### src/rtl/coax_buffered_rx.sv
// coax_buffered_rx -- IBM 3270 coax bi-phase receiver with a word FIFO.
//
// Decodes frames from the synchronised line receiver. A frame is at least
// five '1' start bits, a 1.5/1.5-bit low/high code violation, then words of
// {sync=1, data[9:0] MSB first, odd parity}. The frame ends with sync=0,
// one bit time high, then low. Decoded words are buffered in a FIFO that
// the host drains with read_strobe. The first error is held as a sticky
// code that takes over the data output until read_strobe clears it.
//
// Optional feature: define COAX_BUFFERED_RX_PARITY_CHECK_EN to reject words
// with bad parity (ERROR_PARITY). Otherwise the parity bit is ignored.
//
// Ports:
//   clk          in   rising-edge clock
//   reset_n      in   asynchronous active-low reset
//   rx           in   serial line (asynchronous, synchronised here)
//   read_strobe  in   pop FIFO head, or clear a pending error
//   data[9:0]    out  error ? error code : FIFO head (0 when empty)
//   full         out  FIFO holds DEPTH words
//   empty        out  FIFO holds no words
//   error        out  sticky error flag
//   active       out  receiver is inside a frame
module coax_buffered_rx #(
  parameter int CLOCKS_PER_BIT = 8,
  parameter int DEPTH          = 8
) (
  input  logic       clk,
  input  logic       reset_n,
  input  logic       rx,
  input  logic       read_strobe,
  output logic [9:0] data,
  output logic       full,
  output logic       empty,
  output logic       error,
  output logic       active
);

  localparam logic [9:0] ERROR_LOSS_OF_MIDBIT_TRANSITION = 10'h001;
  localparam logic [9:0] ERROR_PARITY                    = 10'h002;
  localparam logic [9:0] ERROR_INVALID_END_SEQUENCE      = 10'h004;
  localparam logic [9:0] ERROR_OVERFLOW                  = 10'h008;

  localparam int AW = $clog2(DEPTH);
  localparam int CW = AW + 1;
  localparam int TW = $clog2(3 * CLOCKS_PER_BIT) + 1;

  typedef logic [TW-1:0] tmr_t;
  // Timing windows in clk cycles, expressed as quarter-bit multiples.
  localparam tmr_t HALF = tmr_t'(CLOCKS_PER_BIT / 2);
  localparam tmr_t T3Q  = tmr_t'((3 * CLOCKS_PER_BIT) / 4);
  localparam tmr_t T5Q  = tmr_t'((5 * CLOCKS_PER_BIT) / 4);
  localparam tmr_t T7Q  = tmr_t'((7 * CLOCKS_PER_BIT) / 4);
  localparam tmr_t T9Q  = tmr_t'((9 * CLOCKS_PER_BIT) / 4);
  localparam tmr_t TMAX = '1;

  typedef enum logic [2:0] {
    IDLE, START_BITS, VIOLATION, SYNC, DATA, END_SEQ
  } state_e;

  // ---------------------------------------------------------------- line sync
  logic rx_meta_q, rx_s_q, rx_prev_q;
  always_ff @(posedge clk or negedge reset_n) begin
    if (!reset_n) begin
      rx_meta_q <= 1'b0;
      rx_s_q    <= 1'b0;
      rx_prev_q <= 1'b0;
    end else begin
      rx_meta_q <= rx;
      rx_s_q    <= rx_meta_q;
      rx_prev_q <= rx_s_q;
    end
  end

  logic edge_w, rise_w, mid_edge;
  assign edge_w = rx_s_q ^ rx_prev_q;
  assign rise_w = edge_w & rx_s_q;

  // ---------------------------------------------------------------- receiver
  state_e     state_q, state_d;
  tmr_t       tmr_q, tmr_d;      // cycles since last mid-bit (reference) edge
  logic [2:0] ones_q, ones_d;
  logic [3:0] bits_q, bits_d;
  logic [9:0] sh_q, sh_d;
  logic       phase_q, phase_d;
  logic       first_q, first_d;  // next word is the first of its frame

  logic       push, pop, err_ev, par_bad;
  logic [9:0] err_code;
  logic       err_q, full_q, empty_q;
  logic [9:0] code_q;

  // Edges arriving before 3/4 of a bit are bit-boundary edges and ignored;
  // only a later edge is the mid-bit transition that carries the bit value.
  assign mid_edge = edge_w && (tmr_q >= T3Q);

`ifdef COAX_BUFFERED_RX_PARITY_CHECK_EN
  assign par_bad = ~(^{sh_q, rx_s_q});
`else
  assign par_bad = 1'b0;
`endif

  always_ff @(posedge clk or negedge reset_n) begin
    if (!reset_n) begin
      state_q <= IDLE;
      tmr_q   <= '0;
      ones_q  <= '0;
      bits_q  <= '0;
      sh_q    <= '0;
      phase_q <= 1'b0;
      first_q <= 1'b0;
    end else begin
      state_q <= state_d;
      tmr_q   <= tmr_d;
      ones_q  <= ones_d;
      bits_q  <= bits_d;
      sh_q    <= sh_d;
      phase_q <= phase_d;
      first_q <= first_d;
    end
  end

  always_comb begin
    state_d  = state_q;
    tmr_d    = (tmr_q == TMAX) ? tmr_q : tmr_q + 1'b1;
    ones_d   = ones_q;
    bits_d   = bits_q;
    sh_d     = sh_q;
    phase_d  = phase_q;
    first_d  = first_q;
    push     = 1'b0;
    err_ev   = 1'b0;
    err_code = '0;
    case (state_q)
      IDLE: begin
        // Idle line is low; the first rise is the mid-bit of a start '1'.
        if (rise_w) begin
          state_d = START_BITS;
          tmr_d   = tmr_t'(1);
          ones_d  = 3'd1;
        end
      end
      START_BITS: begin
        if (mid_edge) begin
          tmr_d = tmr_t'(1);
          if (rx_s_q) ones_d = (ones_q == 3'd7) ? ones_q : ones_q + 3'd1;
          else        state_d = IDLE;
        end else if (tmr_q > T5Q) begin
          // Missing mid-bit edge with line low: start of the code violation.
          if (!rx_s_q && ones_q >= 3'd5) begin
            state_d = VIOLATION;
            phase_d = 1'b0;
          end else begin
            state_d = IDLE;
          end
        end
      end
      VIOLATION: begin
        if (!phase_q) begin
          // Low ends 2 bits after the last start-bit mid edge.
          if (edge_w) begin
            if (rx_s_q && tmr_q >= T7Q && tmr_q <= T9Q) begin
              phase_d = 1'b1;
              tmr_d   = tmr_t'(1);
            end else begin
              state_d = IDLE;
            end
          end else if (tmr_q > T9Q) begin
            state_d = IDLE;
          end
        end else begin
          // High lasts 1.5 bits; its fall opens the first sync bit, which
          // puts the timer half a bit past a virtual mid-bit edge.
          if (edge_w) begin
            if (!rx_s_q && tmr_q >= T5Q && tmr_q <= T7Q) begin
              state_d = SYNC;
              tmr_d   = HALF + tmr_t'(1);
              first_d = 1'b1;
            end else begin
              state_d = IDLE;
            end
          end else if (tmr_q > T7Q) begin
            state_d = IDLE;
          end
        end
      end
      SYNC: begin
        if (mid_edge) begin
          tmr_d = tmr_t'(1);
          if (rx_s_q) begin
            state_d = DATA;
            bits_d  = '0;
          end else begin
            state_d = END_SEQ;
            phase_d = 1'b0;
          end
        end else if (tmr_q > T5Q) begin
          err_ev   = 1'b1;
          err_code = ERROR_LOSS_OF_MIDBIT_TRANSITION;
          state_d  = IDLE;
        end
      end
      DATA: begin
        if (mid_edge) begin
          tmr_d = tmr_t'(1);
          if (bits_q == 4'd10) begin
            // rx_s_q is the parity bit; the word commits at its mid-bit.
            first_d = 1'b0;
            state_d = SYNC;
            if (par_bad) begin
              err_ev   = 1'b1;
              err_code = ERROR_PARITY;
              state_d  = IDLE;
            end else if (full_q || (first_q && !empty_q)) begin
              err_ev   = 1'b1;
              err_code = ERROR_OVERFLOW;
              state_d  = IDLE;
            end else begin
              push = 1'b1;
            end
          end else begin
            sh_d   = {sh_q[8:0], rx_s_q};
            bits_d = bits_q + 4'd1;
          end
        end else if (tmr_q > T5Q) begin
          err_ev   = 1'b1;
          err_code = ERROR_LOSS_OF_MIDBIT_TRANSITION;
          state_d  = IDLE;
        end
      end
      END_SEQ: begin
        if (!phase_q) begin
          // Sync-0 ends low; the line must rise at the next boundary.
          if (edge_w) begin
            if (rx_s_q && tmr_q < T3Q) begin
              phase_d = 1'b1;
              tmr_d   = tmr_t'(1);
            end else begin
              err_ev   = 1'b1;
              err_code = ERROR_INVALID_END_SEQUENCE;
              state_d  = IDLE;
            end
          end else if (tmr_q >= T3Q) begin
            err_ev   = 1'b1;
            err_code = ERROR_INVALID_END_SEQUENCE;
            state_d  = IDLE;
          end
        end else begin
          // High for one bit time, then back to idle low.
          if (edge_w) begin
            err_ev   = !(!rx_s_q && tmr_q >= T3Q && tmr_q <= T5Q);
            err_code = err_ev ? ERROR_INVALID_END_SEQUENCE : 10'h000;
            state_d  = IDLE;
          end else if (tmr_q > T5Q) begin
            err_ev   = 1'b1;
            err_code = ERROR_INVALID_END_SEQUENCE;
            state_d  = IDLE;
          end
        end
      end
      default: state_d = IDLE;
    endcase
  end

  // ---------------------------------------------------------------- error
  always_ff @(posedge clk or negedge reset_n) begin
    if (!reset_n) begin
      err_q  <= 1'b0;
      code_q <= '0;
    end else if (err_q && read_strobe) begin
      err_q  <= 1'b0;
      code_q <= '0;
    end else if (err_ev && !err_q) begin
      err_q  <= 1'b1;
      code_q <= err_code;
    end
  end

  // ---------------------------------------------------------------- FIFO
  logic [9:0]    mem_q [DEPTH];
  logic [AW-1:0] wr_ptr_q, rd_ptr_q;
  logic [CW-1:0] cnt_q, cnt_d;

  // A strobe while an error is pending only clears the error.
  assign pop   = read_strobe && !err_q && !empty_q;
  assign cnt_d = cnt_q + {{AW{1'b0}}, push} - {{AW{1'b0}}, pop};

  always_ff @(posedge clk or negedge reset_n) begin
    if (!reset_n) begin
      wr_ptr_q <= '0;
      rd_ptr_q <= '0;
      cnt_q    <= '0;
      full_q   <= 1'b0;
      empty_q  <= 1'b1;
    end else begin
      if (push) wr_ptr_q <= wr_ptr_q + 1'b1;
      if (pop)  rd_ptr_q <= rd_ptr_q + 1'b1;
      cnt_q   <= cnt_d;
      full_q  <= (cnt_d == CW'(DEPTH));
      empty_q <= (cnt_d == '0);
    end
  end

  always_ff @(posedge clk) begin
    if (push) mem_q[wr_ptr_q] <= sh_q;
  end

  assign data   = err_q ? code_q : (empty_q ? 10'h000 : mem_q[rd_ptr_q]);
  assign full   = full_q;
  assign empty  = empty_q;
  assign error  = err_q;
  assign active = (state_q != IDLE);

endmodule

### config.mk
export PLATFORM = sky130hd
export DESIGN_NAME = coax_buffered_rx
export DESIGN_NICKNAME = d
export VERILOG_FILES = /design/src/rtl/coax_buffered_rx.sv
export SDC_FILE = /design/constraint.sdc
export NUM_CORES = 1
export LEC_CHECK = 0
export CAP_MARGIN = 0
export CORE_MARGIN = 2
export CORE_UTILIZATION = 55
export DETAILED_ROUTE_END_ITERATION = 8
export GPL_ROUTABILITY_DRIVEN = 0
export MAX_ROUTING_LAYER = met4
export PLACE_DENSITY = 0.78
export SLEW_MARGIN = 20
export SYNTH_ARGS = -nofsm -noshare
export SYNTH_HDL_FRONTEND = slang
export SYNTH_SLANG_ARGS = --single-unit
### constraint.sdc
create_clock -name clk -period 3.1 [get_ports clk]
set_clock_uncertainty 0.05 [all_clocks]
set_input_delay 0.775 -clock clk [delete_from_list [all_inputs] [get_ports clk]]
set_output_delay 0.775 -clock clk [all_outputs]
set_load 0.02 [all_outputs]
==> summary.txt, run 1 <==
Final layout
  • Final #Nets: 501
  • N_diodes: 0
  • Share of cells above drive strength 1: 0.2848
  • Most frequent cells in the layout: edfxtp_1 (80), dfrtp_1 (45), buf_4 (42)
  • Area grow syn2layout: 21.26%
  • Most common cell after layout, fill and taps aside: edfxtp_1

STA
  • Maximum clock frequency: 328.7 MHz
  • WHS: 99.96 ps
  • Slew Limit Headroom: 0.6117
  • Tmin final: 3042 ps
  • Final-report hold violation count: 0
  • Setup ws final: 58.03 ps
  • Slew @ Worst Pin: 581.1 ps
  • Setup violators final: 0
  • Final period utilization: 0.9813
  • Pins Over Slew Limit: 0

Synthesis
  • Largest cells by area after synthesis: edfxtp_1 (41%), dfrtp_1 (20%), mux4_2 (7.7%), ha_1 (3.0%), mux2_2 (2.7%)
  • Sequential-to-total area share from yosys stat: 0.6150
  • Asr flop ratio synth: 0.3701
  • Post-Syn Instances: 421
  • Post-synth cell types: 59
  • Main flop type after synthesis: edfxtp_1
  • Total nets after synthesis: 440
  • Avg Inst Size Synth: 13.83 sq um
  • Mapped cell area: a little under 6000 sq um
  • Synth area leader: edfxtp_1
  • #FFs+latches synth: 127
  • Number of synthesized flops with an enable pin: 80
  • YS warnings: 0
  • Top cell type's share of synthesized area: 0.4127

GRT
  • Vias in the first global route: around 3800
  • First-pass GRT wire length: 20600 um
  • Pin count of the biggest net entering global routing: 35
  • Congestion Overflow GR: 0
  • Global Route Usage Sum: 0.2513
  • Initial antenna violation count: 0

Floorplan
  • Row count: 37
  • # IOs: 18
  • Die Width: 106.9 um
  • Die area: 11420 sq um
  • Initial Utilization: 0.5664
  • Core ar.: 10280 sq um
  • Die height: 106.9 um

Setup path
  • Critical path endpoint category: output pin
  • CP arrival: 2220 ps
  • Required time of the critical path: between 2000 and 2500 ps
  • Setup CP Type: reg -> out
  • Crit-path max FO: 7
  • Crit-path cells: clkbuf_16, mux4_2, mux2i_1, nor2_1, dlygate4sd2_1
  • Worst setup SP type: flip-flop
  • Slowest CP cell: mux4_2
  • Slowest cell delay on critical path: 530 ps
  • CP Buf/Inv Count: 2
  • Crit path max-delay family: multiplexers

Clock network
  • Clock-pin slew on the worst setup and hold paths: roughly 60 ps
  • Clock sink count: 127
  • Clock buffer depth: 2
  • Number of CTS-inserted buffers: 17
  • CTS tree: yes
  • Worst skew pair latency: 530 ps
  • H-tree Lvls: 4
  • Clk root buf: clkbuf_8

Pwr
  • Peak VDD IR: 0.0004932 V
  • Part of the power in combinational logic: 0.317
  • Tot Pwr: 6001 uW
  • Pint: 3995 uW
  • Pwr dens: 850.3 nW/um^2
  • P_sw: roughly 2000 uW
  • Switching share of power: 0.3344
  • Part of the power in registers: 0.362
  • Clock network power share: 0.321
  • Leak: 0.002820 uW

Placed design
  • DP Worst Slack: -297.7 ps
  • IO buf count: 17
  • Hpwl dp: approximately 8000 um

Run
  • Max capacitance violation total: 0

Routing
  • Routed vias: 3851
  • Initial DRC count: 530
  • DRC viols: 0
  • WL final: 13240 um
  • DR pass1 iterations: 5
  • Avg WL per Cell: around 21 um
  • Via density: 6.103
  • Post-DRT Antenna Nets: 0

Outcome
  • Status: complete, no violations

Worst hold path
  • Hold WC Path Type: in -> async
## through the flow
| step | TNS, ps | util | instance area [sq um] | std cells |
|---|---|---|---|---|
| global route | -15.01 | 0.6868 | 7058 | 631 |
| floorplan | 0 | - | 5839 | 421 |
| detailed placement | -585.5 | 0.6215 | 6387 | 592 |
| CTS | 0 | 0.6784 | 6972 | 624 |
| global placement | -491.5 | 0.6215 | 6387 | 592 |
| finish | 0 | 0.6868 | 7058 | 631 |
## worst register-to-register path: stages (launching register included)
cell and delay [ps]:
dfrtp_1 410, ha_2 210, nand3b_1 100, or4b_4 500, or3_4 360, clkinv_4 60
ha_2 170, inv_1 50, fa_1 470, inv_1 50, or3_4 390, nor2b_1 110
## final timing paths
| check | start | slack, ps | depth (start not counted) | to |
|---|---|---|---|---|
| min reg2reg | rx_meta_q | 300 | 0 | rx_s_q |
| max in group asynchronous | reset_n | 2090 | 2 | empty |
| min in group clk | rx_meta_q | 300 | 0 | rx_s_q |
| max reg2reg | bits_q[1] | 80 | 11 | full |
| max | rd_ptr_q[0] | 60 | 5 | data[7] |
| min | reset_n | 100 | 1 | ones_q[1] |
## routing by layer
layer	wire, um	track usage	up-vias	part of all wire
li1	-	-	1706	-
met1	5588	0.3346	1925	0.42
met2	6525	0.3963	188	0.49
met3	876	0.05350	32	0.066
met4	247	0.07421	0	0.019
met5	0	-	-	0
## state kept, by name (all words and copies together) (netlist names)
name and flops:
code_q 3, mem_q 80, full 1, first_q 1, sh_q 10, phase_q 1
cnt_q 4, state_q 3, wr_ptr_q 3, rx_s_q 1, error 1, ones_q 3
bits_q 4, empty 1, rx_prev_q 1, tmr_q 6, rx_meta_q 1, rd_ptr_q 3
## final cells by class
class                   count  area, sq um
flip-flops and latches    127         3581
fillers                   683         3219
multi-input cells         255         2123
repair buffers             63        539.3
clock buffers              17        414.1
well taps                 136        170.2
clock inverters            15        157.7
inverters                  18        72.57
## power groups by stage
| stage | registers [uW] | clock network, uW | logic [uW] |
|---|---|---|---|
| final | 2170 | 1930 | 1900 |
| after CTS | 2160 | 1930 | 1800 |
| after floorplan | 2140 | 0 | 1220 |
| after detailed placement | 2180 | 0 | 1780 |
| after global placement | 2160 | 0 | 1710 |
| after global routing | 2190 | 2020 | 2060 |
## repair_timing
action	in CTS	in global routing
hold buffers	0	0
setup endpoints to repair	12	7
gates cloned	0	1
resized for setup	20	16
pin swaps	0	1
buffers inserted	0	6
## cells by family (layout without fill, tap and decap cells)
kind of cell / after synthesis / after routing / share of synthesized area
simple gates: 124 / 124 / 0.1116
xor+xnor: 9 / 9 / 0.01483
fa+ha+maj: 15 / 15 / 0.03353
buf+inv: 39 / 113 / 0.02945
compound gates: 61 / 61 / 0.07051
flops: 127 / 127 / 0.6150
mux: 46 / 46 / 0.1251
## synthesized netlist by cell type (2+ instances only)
cell,count
dfrtp_1,46
and2_1,2
nand3b_1,2
or3_1,4
ha_1,14
nor3_1,11
nor2b_1,3
buf_2,4
inv_1,17
a21oi_1,11
mux2i_1,12
o21ai_0,20
nand4_1,5
and3b_1,3
and3_1,3
nand2_1,28
or2_2,5
o221ai_1,3
a22oi_1,2
clkbuf_1,14
buf_6,2
o31ai_1,4
o211ai_1,2
a32oi_1,3
a31oi_1,3
nand3_1,7
a22o_1,2
mux4_2,20
mux2_2,14
nand2b_1,8
nor4b_1,3
nor2_1,31
xnor2_1,7
o22ai_1,2
edfxtp_1,80
(Power assumes the default switching activity.)
==> inputs of run 2 (changes only) <==
--- a/config.mk
+++ b/config.mk
@@ -11,7 +11,8 @@
 export DETAILED_ROUTE_END_ITERATION = 8
 export GPL_ROUTABILITY_DRIVEN = 0
 export MAX_ROUTING_LAYER = met4
-export PLACE_DENSITY = 0.78
+export PLACE_DENSITY = 0.8
+export RECOVER_POWER = 100
 export SLEW_MARGIN = 20
 export SYNTH_ARGS = -nofsm -noshare
 export SYNTH_HDL_FRONTEND = slang
==> run 2 against run 1 <==
  * Combinational power about the same
  * Die area unchanged
  * First-iteration DRC count up 0.75%
  * Maximum frequency down 0.47%
  * Non-clock buffer count unchanged
  * Final cell count unchanged
  * Clock power up 4%
  * Clock-buffer cell count unchanged
  * Global-route usage down 1.3 points
  * Largest cell class unchanged
  * Highest routed layer unchanged
==> summary.txt, run 2 (same netlist as run 1, synthesis figures left out) <==
Floorplan
  • Initial Utilization: 0.5664 (unchanged)
  • Die height: 106.9 um (unchanged)
  • Die area: 11420 sq um (unchanged)
  • Row count: 37 (unchanged)
  • # IOs: 18 (unchanged)
  • Core ar.: 10280 sq um (unchanged)
  • Die Width: 106.9 um (unchanged)

GRT
  • Initial antenna violation count: 0 (unchanged)
  • Pin count of the biggest net entering global routing: 25 (-29%)
  • Global Route Usage Sum: 0.2386 (-0.01266)
  • First-pass GRT wire length: 19530 um (-5.2%)
  • Vias in the first global route: 3749 (-1.5%)
  • Congestion Overflow GR: 0 (unchanged)

STA
  • Slew Limit Headroom: 0.05711 (-0.5546)
  • Setup_tns: 0 ps (unchanged)
  • Maximum clock frequency: 327.2 MHz (-0.47%)
  • Setup violators final: 0 (unchanged)
  • Slew @ Worst Pin: 1414 ps (+833.2 ps)
  • RSZ-0062 raised after global routing: yes
  • Setup ws final: 43.52 ps (-14.50 ps)
  • WHS: 304.7 ps (+204.7 ps)
  • Tmin final: 3056 ps (+14.50 ps)
  • Final period utilization: 0.9860 (+0.004678)
  • Pins Over Slew Limit: 0 (unchanged)
  • Final-report hold violation count: 0 (unchanged)

Placed design
  • Hpwl dp: 7305 um (-6.6%)
  • DP Worst Slack: -256.4 ps (+41.30 ps)
  • IO buf count: 17 (unchanged)
  • Area after DPL: 6372 sq um (-0.24%)

Final layout
  • Biggest regs: mem_q x80, sh_q x10, tmr_q x6
  • Area grow syn2layout: 21.37% (about the same)
  • Most frequent cells in the layout: edfxtp_1 (80), dfrtp_1 (43), buf_4 (40)
  • N_diodes: 0 (unchanged)
  • Final Instance Area: 7064 sq um (about the same)
  • Most flop-heavy register: mem_q
  • Most common cell after layout, fill and taps aside: edfxtp_1
  • Share of cells above drive strength 1: 0.2889 (+0.004040)
  • Final #Nets: 501 (unchanged)
  • Layout Utilization: 0.6874 (about the same)
  • Largest register FFs: 80 (unchanged)
  • FILL cells: 689 (+0.88%)

Clock network
  • Clock-pin slew on the worst setup and hold paths: 60 ps (about the same)
  • Worst skew pair latency: 530 ps (about the same)
  • Clk root buf: clkbuf_8
  • CTS tree: yes
  • Clock buffer depth: 2 (unchanged)
  • Number of CTS-inserted buffers: 17 (unchanged)
  • Hold Buf Count CTS: 0 (unchanged)
  • H-tree Lvls: 4 (unchanged)
  • Clock sink count: 127 (unchanged)

Outcome
  • Status: complete, no violations

Pwr
  • Pwr dens: 859.7 nW/um^2 (+1.1%)
  • Peak VDD IR: 0.0004306 V (-13%)
  • Leak: 0.002807 uW (-0.45%)

Setup path
  • Slowest CP cell: mux4_2
  • Crit-path cells: buf_12, mux4_2, mux2i_1, o21ai_0, clkdlybuf4s15_1
  • CP arrival: 2230 ps (about the same)
  • Critical path endpoint category: output pin
  • Setup CP Type: reg -> out
  • Crit-path max FO: 7 (unchanged)
  • Worst setup SP type: flip-flop
  • Required time of the critical path: 2270 ps (about the same)
  • Slowest cell delay on critical path: 500 ps (-30 ps)
  • Reg2Reg Depth: 12 (+1)

Run
  • Max capacitance violation total: 0 (unchanged)

Routing
  • WL final: 12520 um (-5.4%)
  • Initial DRC count: 534 (+0.75%)
  • Routed vias: 3780 (-1.8%)
  • Post-DRT Antenna Nets: 0 (unchanged)
  • Avg WL per Cell: 19.84 um (-5.4%)
  • DRC viols: 0 (unchanged)
  • Via density: 5.990 (-1.8%)
  • DR pass1 iterations: 5 (unchanged)

Worst hold path
  • Hold WC Path Type: reg -> reg
  • WHS Path Cells: 0
[run 2: cell count changes in the layout (fill, tap and decap cells not counted), moves of 3 or more]
cell	delta
clkbuf_1	+4
dlygate4sd2_1	-3
inv_1	-3
inv_2	+3
[run 2: final cells by class]
class / count / area [sq um] / share of cell area
sequential: 127 / 3583 / 0.5073
tap: 136 / 170.2 / 0.02409
clock inverter: 15 / 182.7 / 0.02586
clock buffer: 17 / 414.1 / 0.05863
multi-input combinational: 255 / 2140 / 0.3029
timing repair buffer: 63 / 501.7 / 0.07102
inverter: 18 / 72.57 / 0.01027
[run 2: layer usage]
metal	vias to the layer above	GRT usage	part of all wire
li1	1713	-	-
met1	1878	0.3167	0.43
met4	0	0.09740	0.017
met3	20	0.06869	0.073
met5	-	-	0
met2	169	0.3512	0.48
[run 2: final timing paths]
kind                            slack, ps        start        end
worst max register to register         90    bits_q[0]       full
min in group asynchronous             510      reset_n    phase_q
worst min register to register        300    rx_meta_q     rx_s_q
max in group asynchronous             610      reset_n  bits_q[1]
worst min-delay path                  300    rx_meta_q     rx_s_q
worst max-delay path                   40  rd_ptr_q[0]    data[2]
[run 2: metrics by stage]
stage          total power, uW  cells
5_1_grt                   6352    631
3_5_place_dp              3931    590
4_1_cts                   5956    625
6_report                  6073    631
3_3_place_gp              3866    590
2_1_floorplan             3359    421
[run 2: critical path: cells and delay by family (launching register included)]
kind / cells / cell delay [ps]
AOI/OAI and AO/OA: 1 / 150
buffers and inverters: 2 / 470
muxes: 2 / 630
DFF: 1 / 440
[run 2: power breakdown]
part           switching, uW  internal, uW  total [uW]
Clock                    774          1240        2010
Combinational           1000           881        1880
Sequential               206          1970        2180
Total                   1980          4090        6070
[run 2: timing repair]
action | in CTS | in global routing
buffers inserted | 3 | 5
resized for setup | 28 | 17
gates cloned | 0 | 1
setup endpoints to repair | 10 | 7
hold endpoints to repair | 0 | 0
pin swaps | 0 | 6
==> inputs of run 3 (changes only) <==
--- a/config.mk
+++ b/config.mk
@@ -6,12 +6,12 @@
 export NUM_CORES = 1
 export LEC_CHECK = 0
 export CAP_MARGIN = 0
-export CORE_MARGIN = 2
+export CORE_MARGIN = 3
 export CORE_UTILIZATION = 55
 export DETAILED_ROUTE_END_ITERATION = 8
 export GPL_ROUTABILITY_DRIVEN = 0
 export MAX_ROUTING_LAYER = met4
-export PLACE_DENSITY = 0.8
+export PLACE_DENSITY_LB_ADDON = 0.08
 export RECOVER_POWER = 100
 export SLEW_MARGIN = 20
 export SYNTH_ARGS = -nofsm -noshare
==> run 3 against run 2 <==
  * Setup slack improved by 5.7 ps
  * Utilization grew 0.81 points
  * Final cell count shrank 1.1%
  * Via count shrank 4.7%
  * Clock power decreased by 14%
  * Critical path depth up 7
  * Sequential share of layout area rose by 0.57 points
  * Die area rose by 3.8%
  * Critical endpoint is now empty
  * Largest cell class unchanged
  * Largest power group unchanged
  * Highest routed layer unchanged
==> summary.txt, run 3 (same netlist as run 1, synthesis figures left out) <==
STA
  • Setup_tns: 0 ps (unchanged)
  • Slew @ Worst Pin: 1206 ps (-208.6 ps)
  • Setup ws final: 49.23 ps (+5.708 ps)
  • RSZ-0062 raised after global routing: yes
  • Slew Limit Headroom: 0.1962 (+0.1391)
  • Final-report hold violation count: 0 (unchanged)
  • Final period utilization: 0.9841 (-0.001841)
  • Setup violators final: 0 (unchanged)
  • Pins Over Slew Limit: 0 (unchanged)
  • Maximum clock frequency: 327.8 MHz (+0.19%)
  • Tmin final: 3051 ps (-5.708 ps)

Final layout
  • Final #Nets: 497 (-0.80%)
  • FILL cells: 710 (+3.0%)
  • Most frequent cells in the layout: edfxtp_1 (80), dfrtp_1 (43), buf_4 (33)
  • N_diodes: 0 (unchanged)
  • Sequential Area: 3583 sq um (unchanged)
  • Final Instance Area: 6985 sq um (-1.1%)
  • Multi-input logic area: 2147 sq um (+0.35%)
  • Most flop-heavy register: mem_q
  • Area grow syn2layout: 20.01%
  • Most common cell after layout, fill and taps aside: edfxtp_1
  • Biggest regs: mem_q x80, sh_q x10, tmr_q x6
  • Layout Utilization: 0.6954 (+0.008078)
  • Largest register FFs: 80 (unchanged)
  • Share of cells above drive strength 1: 0.2892 (+0.0003168)

GRT
  • Global Route Usage Sum: 0.2298 (-0.008838)
  • Vias in the first global route: 3583 (-4.4%)
  • Initial antenna violation count: 0 (unchanged)
  • Pin count of the biggest net entering global routing: 48 (+92%)
  • First-pass GRT wire length: 19260 um (-1.4%)
  • Congestion Overflow GR: 0 (unchanged)

Placed design
  • Hpwl dp: 7513 um (+2.8%)
  • DP Worst Slack: -257.3 ps (-0.8890 ps)
  • IO buf count: 17 (unchanged)
  • Area after DPL: 6354 sq um (-0.29%)

Clock network
  • Clk root buf: clkbuf_8
  • Clock sink count: 127 (unchanged)
  • Number of CTS-inserted buffers: 17 (unchanged)
  • H-tree Lvls: 4 (unchanged)
  • Clock-pin slew on the worst setup and hold paths: 60 ps (about the same)
  • Worst skew pair latency: 510 ps (-20 ps)
  • Clock buffer depth: 2 (unchanged)
  • CTS tree: yes

Setup path
  • Critical path endpoint category: flip-flop
  • Crit-path max FO: 3 (-4)
  • Setup CP Type: reg -> reg
  • Worst setup SP type: flip-flop
  • CP arrival: 3440 ps (+1210 ps)
  • Required time of the critical path: 3490 ps (+1220 ps)

Floorplan
  • Die Width: 108.9 um (+1.9%)
  • Die area: 11850 sq um (+3.8%)
  • Core ar.: 10040 sq um (-2.3%)
  • Initial Utilization: 0.5795 (+0.01312)
  • Row count: 36 (-2.7%)
  • # IOs: 18 (unchanged)
  • Die height: 108.9 um (+1.9%)

Routing
  • Via density: 5.774 (-3.6%)
  • DRC viols: 0 (unchanged)
  • Initial DRC count: 258 (-52%)
  • Avg WL per Cell: 19.07 um (-3.9%)
  • Post-DRT Antenna Nets: 0 (unchanged)
  • WL final: 11900 um (-5.0%)
  • DR pass1 iterations: 7 (+2)
  • Routed vias: 3603 (-4.7%)

Pwr
  • Pwr dens: 831.7 nW/um^2 (-3.3%)
  • Tot Pwr: 5810 uW (-4.3%)
  • Peak VDD IR: 0.0006595 V (+53%)
  • Leak: 0.002771 uW (-1.3%)

Worst hold path
  • Hold WC Path Type: reg -> reg

Outcome
  • Status: complete, no violations

Run
  • Max capacitance violation total: 0 (unchanged)
run 3: path summary, 6_finish.rpt:
| check | start | to | slack [ps] | depth (start not counted) |
|---|---|---|---|---|
| max | bits_q[0] | empty | 50 | 12 |
| min | rx_meta_q | rx_s_q | 320 | 0 |
| max reg2reg | bits_q[0] | empty | 50 | 12 |
| min reg2reg | rx_meta_q | rx_s_q | 320 | 0 |
| max in group asynchronous | reset_n | rd_ptr_q[1] | 1630 | 2 |
| min in group asynchronous | reset_n | tmr_q[5] | 540 | 2 |
run 3: critical path, stage by stage, from the launching register on:
cell      delay, ps
dfrtp_1         380
inv_2            70
ha_4            120
nand3b_1        120
or4b_4          570
or3_4           420
clkinv_4         60
ha_4            120
inv_2            30
fa_1            500
inv_1            50
or3_1           360
nor2_1          120
run 3: area by class of cell:
type	count	area share
sequential	127	0.5130
inverter	18	0.01039
tap	133	0.02382
multi-input combinational	255	0.3074
timing repair buffer	59	0.07075
clock buffer	19	0.06036
clock inverter	13	0.01433
run 3: report_power, final:
group          switching [uW]  internal [uW]  leakage (uW)
Sequential                193           1970       0.00136
Clock                     685           1050      0.000254
Combinational            1010            903       0.00115
run 3: layer usage:
metal  global-route usage  wire [um]
met3              0.05565        614
met1               0.2912       4894
met4              0.07214        168
met5                    -          0
met2               0.3693       6220
run 3: what timing repair did:
item	in CTS	in global routing
gates cloned	1	0
gates resized for setup	34	22
hold buffers	0	0
setup endpoints to repair	10	8
buffers inserted	3	3
pin swaps	0	7
run 3: per-stage QoR:
step / cells / hold WS, ps
global route: 624 / 325.0
detailed placement: 585 / 305.0
CTS: 621 / 315.8
global placement: 585 / 308.1
floorplan: 421 / 281.2
finish: 624 / 322.3
